[src/rtl/tx_sched_pkg.sv]
// Shared types and constants for the transmit word scheduler.
package tx_sched_pkg;

   // Scheduler FSM states
   typedef enum logic {
      S_IDLE = 1'b0,
      S_SEND = 1'b1
   } state_t;

   // Source indices used by the grant, rr_ptr and last_src
   localparam logic SRC_ST  = 1'b0;
   localparam logic SRC_RPT = 1'b1;

   // Filler pattern sent when the link has been idle long enough
   localparam logic [31:0] IDLE_WORD = 32'hA5C3_5A3C;

endpackage

[src/rtl/rr_pick2.sv]
// Combinational two-way round-robin pick.
// On a tie the grant goes to the source that did not win last (not rr_ptr).
module rr_pick2
   import tx_sched_pkg::*;
(
   input  logic req0,
   input  logic req1,
   input  logic rr_ptr,
   output logic gnt_idx,
   output logic gnt_valid
);

   // Pick a requester, alternating on ties
   always_comb begin
      gnt_valid = req0 | req1;
      gnt_idx   = SRC_ST;
      if (req0 && req1) begin
         gnt_idx = ~rr_ptr;
      end else if (req1) begin
         gnt_idx = SRC_RPT;
      end
   end

endmodule

[src/rtl/tx_word_sched.sv]
// Round-robin scheduler sharing the 32-bit transmit path between the
// self-test result stream and the chip status report source.
// Optional idle fill is enabled by defining TX_SCHED_IDLE_FILL_EN.
module tx_word_sched
   import tx_sched_pkg::*;
#(
   parameter int WORD_W   = 32,
   parameter int BEATS    = 4,
   parameter int IDLE_GAP = 16
) (
   input  logic              div_8_clk,
   input  logic              rst_n,
   input  logic              st_valid,
   input  logic [WORD_W-1:0] st_data,
   output logic              st_ready,
   input  logic              rpt_valid,
   input  logic [WORD_W-1:0] rpt_data,
   output logic              rpt_ready,
   output logic              tx_out,
   output logic [WORD_W-1:0] data_out,
   output logic              busy,
   output logic              last_src
);

   localparam int CNT_W = $clog2(BEATS);
   localparam logic [CNT_W-1:0] CNT_LAST = CNT_W'(BEATS - 1);

   state_t              state_q, state_d;
   logic                tx_out_q, tx_out_d;
   logic [WORD_W-1:0]   data_out_q, data_out_d;
   logic                last_src_q, last_src_d;
   logic                rr_ptr_q, rr_ptr_d;
   logic [CNT_W-1:0]    cnt_q, cnt_d;

   logic                gnt_idx;
   logic                gnt_valid;
   logic                in_idle;
   logic                xfer;
   logic                fill_go;
   logic [WORD_W-1:0]   sel_data;

   rr_pick2 u_pick (
      .req0      (st_valid),
      .req1      (rpt_valid),
      .rr_ptr    (rr_ptr_q),
      .gnt_idx   (gnt_idx),
      .gnt_valid (gnt_valid)
   );

   // Ready only in IDLE, only to the granted requester, never during reset
   assign in_idle   = (state_q == S_IDLE);
   assign st_ready  = rst_n & in_idle & gnt_valid & (gnt_idx == SRC_ST);
   assign rpt_ready = rst_n & in_idle & gnt_valid & (gnt_idx == SRC_RPT);
   assign xfer      = (st_valid & st_ready) | (rpt_valid & rpt_ready);
   assign sel_data  = (gnt_idx == SRC_RPT) ? rpt_data : st_data;

`ifdef TX_SCHED_IDLE_FILL_EN
   localparam int ICNT_W = $clog2(IDLE_GAP) + 1;
   localparam logic [ICNT_W-1:0] ICNT_LAST = ICNT_W'(IDLE_GAP - 1);

   logic [ICNT_W-1:0] idle_cnt_q, idle_cnt_d;

   // A real request always beats the filler in the same cycle
   assign fill_go = in_idle & ~gnt_valid & (idle_cnt_q == ICNT_LAST);

   // Count quiet IDLE cycles; any request, any send or leaving IDLE restarts it
   always_comb begin
      idle_cnt_d = idle_cnt_q;
      if (!in_idle || gnt_valid || fill_go) begin
         idle_cnt_d = '0;
      end else begin
         idle_cnt_d = idle_cnt_q + 1'b1;
      end
   end

   // Idle counter register
   always_ff @(posedge div_8_clk) begin
      if (!rst_n) begin
         idle_cnt_q <= '0;
      end else begin
         idle_cnt_q <= idle_cnt_d;
      end
   end
`else
   // Without idle fill only requested words go out; IDLE_GAP has no role
   logic unused_idle_gap;
   assign fill_go         = 1'b0;
   assign unused_idle_gap = (IDLE_GAP != 0);
`endif

   // Next-state logic: arbitrate in IDLE, hold the word for BEATS cycles in SEND
   always_comb begin
      state_d    = state_q;
      tx_out_d   = 1'b0;
      data_out_d = data_out_q;
      last_src_d = last_src_q;
      rr_ptr_d   = rr_ptr_q;
      cnt_d      = cnt_q;
      case (state_q)
         S_IDLE: begin
            if (xfer) begin
               data_out_d = sel_data;
               last_src_d = gnt_idx;
               rr_ptr_d   = gnt_idx;
               tx_out_d   = 1'b1;
               cnt_d      = '0;
               state_d    = S_SEND;
            end else if (fill_go) begin
               // Filler word leaves last_src and rr_ptr untouched
               data_out_d = WORD_W'(IDLE_WORD);
               tx_out_d   = 1'b1;
               cnt_d      = '0;
               state_d    = S_SEND;
            end
         end
         S_SEND: begin
            if (cnt_q == CNT_LAST) begin
               state_d = S_IDLE;
            end else begin
               cnt_d = cnt_q + 1'b1;
            end
         end
         default: begin
            state_d = S_IDLE;
         end
      endcase
   end

   // FSM and registered outputs
   always_ff @(posedge div_8_clk) begin
      if (!rst_n) begin
         state_q    <= S_IDLE;
         tx_out_q   <= 1'b0;
         data_out_q <= '0;
         last_src_q <= SRC_ST;
         rr_ptr_q   <= SRC_RPT;
         cnt_q      <= '0;
      end else begin
         state_q    <= state_d;
         tx_out_q   <= tx_out_d;
         data_out_q <= data_out_d;
         last_src_q <= last_src_d;
         rr_ptr_q   <= rr_ptr_d;
         cnt_q      <= cnt_d;
      end
   end

   assign tx_out   = tx_out_q;
   assign data_out = data_out_q;
   assign last_src = last_src_q;
   assign busy     = (state_q == S_SEND);

endmodule

[config.mk]
export PLATFORM = sky130hd
export DESIGN_NAME = tx_word_sched
export DESIGN_NICKNAME = d
export VERILOG_FILES = /design/src/rtl/tx_sched_pkg.sv /design/src/rtl/rr_pick2.sv /design/src/rtl/tx_word_sched.sv
export SDC_FILE = /design/constraint.sdc
export NUM_CORES = 1
export LEC_CHECK = 0
export ABC_AREA = 0
export BUFFER_PORTS_ARGS = -buffer_cell sky130_fd_sc_hd__buf_2
export CAP_MARGIN = 20
export CORE_ASPECT_RATIO = 0.6
export CORE_MARGIN = 1
export CORE_UTILIZATION = 47
export DETAILED_ROUTE_END_ITERATION = 10
export PLACE_DENSITY = 0.85
export SYNTH_ARGS = -nofsm -noshare
export SYNTH_HDL_FRONTEND = slang
export SYNTH_HIERARCHICAL = 1
export SYNTH_SLANG_ARGS = --single-unit
[constraint.sdc]
create_clock -name div_8_clk -period 2.31 [get_ports div_8_clk]
set_clock_uncertainty 0.1 [all_clocks]
set_input_delay 0.462 -clock div_8_clk [delete_from_list [all_inputs] [get_ports div_8_clk]]
set_output_delay 0.462 -clock div_8_clk [all_outputs]
set_load 0.02 [all_outputs]
# After elaboration in Yosys (flattened, before gate mapping)
# Cells that the tools add are included.
[word_totals]
regBits = 38
input_bits = 68
word_cells = 35
[op_classes]
n_addsub = 1
eq_ne = 3
n_mux = 9
n_bitwise = 12
n_reduce_logical = 4
[ops]
columns = ["cell", "count"]
rows = [
  ["2-to-1 mux 32 bit", 1],
  ["AND 1 bit", 6],
  ["2-to-1 mux 1 bit", 4],
  ["2-to-1 mux 2 bit", 2],
  ["inverter 1 bit", 4],
  ["case mux 2 bit (2 select lines)", 1],
  ["AND reduction 2 bit", 2],
  ["adder 2 x 1 -> 2 bit (second input constant)", 1],
  ["equality test 2 bit (second input constant)", 1],
  ["!= test 2 x 1 -> 1 bit (second input constant)", 1],
  ["!= test 2 bit (second input constant)", 1],
  ["bitwise OR 1 bit", 2],
  ["case mux 1 bit (2 select lines)", 1],
  ["OR reduction 2 bit", 1],
  ["logical AND 1 bit", 1],
]

# Depth between registers and ports, before layout
[logic_depth]
word_depth = 8
ltp_mapped = 7
mapped_depth_nobuf = 4

# By module
# Netlist, hierarchy kept.
[modules_own_cells]
columns = ["mod", "n_inst", "cells_per_inst", "area_per_inst_um2", "seq_area_each_um2"]
rows = [
  ["tx_word_sched", 1, 171, 1815.5, 760.7],
  ["rr_pick2", 1, 2, 13.8, 0.0],
]

# Worst setup path after synthesis
# Ideal clock, no wire load.
[synth_timing]
kind = "input to output"
start = "in rpt_valid"
end = "out rpt_ready"
arrival_time_ps = 1410
required_time_ps = 1748
setup_slack_ps = 338
path_stages = 5
path_buffers = 2
cell_sequence = "a21boi_1 buf_6 buf_2 inv_1 nor2_1"
[synth_between]
elab_chain_len = 3
word_cells_on_any_way = 6
[synth_lines]
columns = ["element", "line", "rtl"]
rows = [
  ["start, declared", "tx_word_sched.sv:16", "input logic rpt_valid,"],
  ["bitwise OR 1 bit, or another cell as far along", "rr_pick2.sv:15", "gnt_valid = req0 | req1;"],
  ["AND 1 bit / 2-to-1 mux 1 bit (equally long branches)", "tx_word_sched.sv:53, rr_pick2.sv:17", ""],
  ["AND 1 bit (*)", "tx_word_sched.sv:53", "assign rpt_ready = rst_n & in_idle & gnt_valid & (gnt_idx == SRC_RPT);"],
  ["end, declared", "tx_word_sched.sv:18", "output logic rpt_ready,"],
]
# Every way passes the cells marked *; elsewhere a longest branch is shown, timed or not.

# Final worst setup path
[layout_timing]
start = "reg rr_ptr_q"
end = "out rpt_ready"
[layout_between]
elab_chain_len = 3
[layout_lines]
columns = ["element", "line", "rtl"]
rows = [
  ["start, declared", "tx_word_sched.sv:32", "logic rr_ptr_q, rr_ptr_d;"],
  ["start signal, assigned", "tx_word_sched.sv:143", "rr_ptr_q <= rr_ptr_d;"],
  ["inverter 1 bit", "rr_pick2.sv:18", "gnt_idx = ~rr_ptr;"],
  ["2-to-1 mux 1 bit", "rr_pick2.sv:17", "if (req0 && req1) begin"],
  ["named net gnt_idx", "tx_word_sched.sv:35", "logic gnt_idx;"],
  ["AND 1 bit", "tx_word_sched.sv:53", ""],
]
# The timed path passes the listed nets, and every way through them passes these cells.

==> results list <==
- The flow ran to the end, and the final reports show no timing, DRC or antenna violations.
- Overflow left after global routing: 0
- In this run the horizontal extent of the chip is 82.5 um.
- Of the total power, the share spent switching nets is 28.5%.
* Total count of max-transition violations in the final report: 0
* RSZ-0062 raised after global routing: false
* Wire length of the first global-routing pass: 5980 um
- Buffers added to address setup during post-CTS repair amount to 0.
- Cell count after synthesis: 173
- Hold WC Path Type: in2reg
- Final Hold Vio Count: 0
* Synth top area share: 41.6%
* Max Fanout on Critical Path: 9
- The first routing iteration left 86 violations.
- The clock reaches the later pin of the worst-skew pair after 0.28 ns.
- No sink is reached through more buffers than the 2 on the longest clock path.
* Switching power total: 0.000448 W
- Number of gates given a new drive strength after cts: 0
* Vert. Die Dim: 50.3 um
- The share of total power dissipated in the clock network is 29.0%.
* Global routing usage summed across all routing layers: 19.3%
- Post-synth top area cell: sky130_fd_sc_hd__dfxtp_1
- After layout, the worst setup slack is 0.455 ns.
- The library cells used most frequently in the layout, excluding fill and tap cells, are sky130_fd_sc_hd__buf_2 (104), sky130_fd_sc_hd__mux2i_1 (64), sky130_fd_sc_hd__dfxtp_1 (38), sky130_fd_sc_hd__nand2_1 (34), sky130_fd_sc_hd__clkbuf_8 (6).
- VDD IR-drop max: 0.369 mV
- Clock slew seen by the registers of the worst setup and hold paths: 0.07 ns
- Worst hold path endpoint: data_out[29]$_SDFFE_PN0P_
* Synth warnings: 6
- The congestion estimate from routability-driven global placement came to 0.722.
* First-pass detailed-route iteration total: 4
* Worst setup slack after placement: 0.436 ns
* Critical R2R Launch: rr_ptr_q$_SDFFE_PN1P_
* Via count: 1,553
- For the pin with the worst max-slew slack, the measured transition is 0.379 ns.
- Beginning of the worst hold path: st_data[29]
- Layout overhead on the synthesized area: 33.9%
- Worst max-slew margin expressed relative to the limit: 74.7%
* Area of all placed cells without fillers: 2450 um^2
- Number of rows created at floorplan: 17
* Startpoint Class: register
- In the post-synthesis netlist, the biggest area contributors are sky130_fd_sc_hd__dfxtp_1 (42%), sky130_fd_sc_hd__mux2i_1 (35%), sky130_fd_sc_hd__nand2_1 (7.0%), sky130_fd_sc_hd__buf_12 (3.3%), sky130_fd_sc_hd__buf_6 (1.2%).
- Post-detailed-route DRC marker count: 0
- The repair_antennas step left the layout with diodes totalling 0.
- Endpoint of the worst-slack reg-to-reg timing path: data_out[19]$_SDFFE_PN0P_
- The count of buffers added on input and output ports is 104.
- 105 I/O pins were placed.
- Post-route ant nets: 0
- Leakage dissipation: 1.20 nW
* Maximum frequency from static timing analysis: 0.539 GHz
- Worst Setup Path Type: reg2out
* Leading cell type in the layout, fill and taps excluded: sky130_fd_sc_hd__buf_2
- Dividing the detail-routed wire length by the instance count gives 11.6 um.
* Ratio of final minimum period to clock period: 80.3%
- For this run, the leading register cell type out of synthesis is sky130_fd_sc_hd__dfxtp_1.
- The H-tree was split into 2 levels.
- The synthesized design contains 38 register bits.
* Power per unit of standard cell area: 641 nW/um^2
- The core region is 3700 um^2.
- Summing every instance area after synthesis gives 1830 um^2.
- Setup violations remaining at the end of the flow were counted as 0.
- The placed instances occupy a cell area of 2360 um^2.
* Category of the worst setup path capture point: primary output
* Mean post-synth cell area: 10.6 um^2
- TritonCTS built the clock tree.
* Final-stage net count: 346
* Root buffer cell: sky130_fd_sc_hd__clkbuf_8
* Post-synthesis sequential area ratio: 41.6%
* Max capacitance violation total: 0
- Wires add up to 3760 um.
- After clock tree synthesis, the flow added hold-fix buffers numbering 0.
- Entering global routing, the biggest net connects 24 pins.
- Number of enable flip-flop cells after synthesis: 0
* Count of cells along the worst register-to-register path: 4
- Net Count, Synth: 242
- The share of total power dissipated in sequential elements is 47.4%.
- STA puts the critical path data arrival time at 1.29 ns.
* HPWL Detailed: 2900 um
* Filler Cell Count: 326
- Setup total negative slack on the finished layout was measured at 0 ns.
* Initial antenna violation count: 0
* Effective utilization at floorplan: 49.4%
* Number of buffers inserted during clock tree synthesis: 5
- Dividing the detail-routed via count by the number of cells gives 4.78.
- Fraction of synthesis flops using an asynchronous set or reset pin: 0%
- Combinational power share: 23.6%
- Cell-internal power: 0.00112 W
- Fraction of layout cells with a size suffix above 1: 43.5%
* Floorplan die area: 4150 um^2
- Post-layout min period: 1.85 ns
* Vias in the first global route: 1,383
- Post-synth cell types: 26
- CP required: 1.75 ns
* Sinks on the clock net: 38
* Worst Hold Depth: 3
* Slack of the worst reg-to-reg path: 0.69 ns
[per-stage QoR]
step	std cells	utilization, %	hold WS, ns	power (W)
after floorplan	173	-	0.344	0.00100
after global placement	317	63.7	0.338	0.00112
after detailed placement	317	63.7	0.345	0.00113
after CTS	325	66.2	0.350	0.00159
after global routing	325	66.2	0.350	0.00167
final	325	66.2	0.353	0.00157
[flip-flops by register name, indices dropped and copies added, names as in the netlist]
signal    flops
busy          1
cnt_q         2
last_src      1
tx_out        1
rr_ptr_q      1
data_out     32
[how the worst max path moves through the flow]
stage	start	endpoint	depth (start not counted)
3_5_place_dp	rpt_valid	data_out[19]$_SDFFE_PN0P_	5
6_report	rr_ptr_q$_SDFFE_PN1P_	rpt_ready	4
3_3_place_gp	rpt_valid	data_out[19]$_SDFFE_PN0P_	5
4_1_cts	rr_ptr_q$_SDFFE_PN1P_	rpt_ready	4
5_1_grt	rr_ptr_q$_SDFFE_PN1P_	rpt_ready	4
2_1_floorplan	rpt_valid	rpt_ready	5
[power groups by stage]
stage / clock [W] / combinational, W / sequential [W]
floorplan: 0 / 0.000176 / 0.000825
global placement: 0 / 0.000367 / 0.000757
detailed placement: 0 / 0.000374 / 0.000758
CTS: 0.000472 / 0.000375 / 0.000744
global route: 0.000516 / 0.000402 / 0.000751
finish: 0.000456 / 0.000370 / 0.000744
[Yosys cell counts (2+ instances only)]
cell type and n:
sky130_fd_sc_hd__clkbuf_1 3, sky130_fd_sc_hd__buf_12 3, sky130_fd_sc_hd__mux2i_1 64, sky130_fd_sc_hd__nand3_1 3, sky130_fd_sc_hd__nand2b_1 2, sky130_fd_sc_hd__o21ai_1 2
sky130_fd_sc_hd__buf_4 2, sky130_fd_sc_hd__dfxtp_1 38, sky130_fd_sc_hd__buf_2 2, sky130_fd_sc_hd__nor2_1 3, sky130_fd_sc_hd__buf_6 2, sky130_fd_sc_hd__nand4b_1 2
sky130_fd_sc_hd__nand2_1 34
[kinds of logic (layout without fill, tap and decap cells)]
group / count (synthesis) / after routing / share of synthesized area [%]
muxes: 64 / 64 / 35.0
and+or+nand+nor: 50 / 50 / 13.2
DFF: 38 / 38 / 41.6
buffers and inverters: 14 / 119 / 7.11
AOI/OAI and AO/OA: 6 / 6 / 2.39
adders and majority gates: 1 / 1 / 0.684
[routing by layer]
metal	track usage (%)	vias up	share of wire [%]
met4	6.90	0	0.80
met3	6.73	5	7.5
li1	-	799	-
met1	22.4	688	47
met5	0	-	0
met2	32.9	61	45
[critical path, cell delays in order (launching register included)]
cell and delay (ns):
sky130_fd_sc_hd__dfxtp_1 0.36, sky130_fd_sc_hd__a21boi_4 0.32, sky130_fd_sc_hd__inv_1 0.07, sky130_fd_sc_hd__nor2_1 0.09, sky130_fd_sc_hd__buf_2 0.16
[layout make-up]
| class | instances | area [um^2] | share of cell area (%) |
|---|---|---|---|
| clock buffers | 7 | 86.3 | 3.52 |
| clock inverters | 1 | 5.00 | 0.204 |
| inverters | 1 | 3.75 | 0.153 |
| multi-input cells | 121 | 957 | 39.1 |
| flip-flops and latches | 38 | 761 | 31.1 |
| well taps | 47 | 58.8 | 2.40 |
| repair buffers | 110 | 578 | 23.6 |
Power figures use the tool's default switching activity.
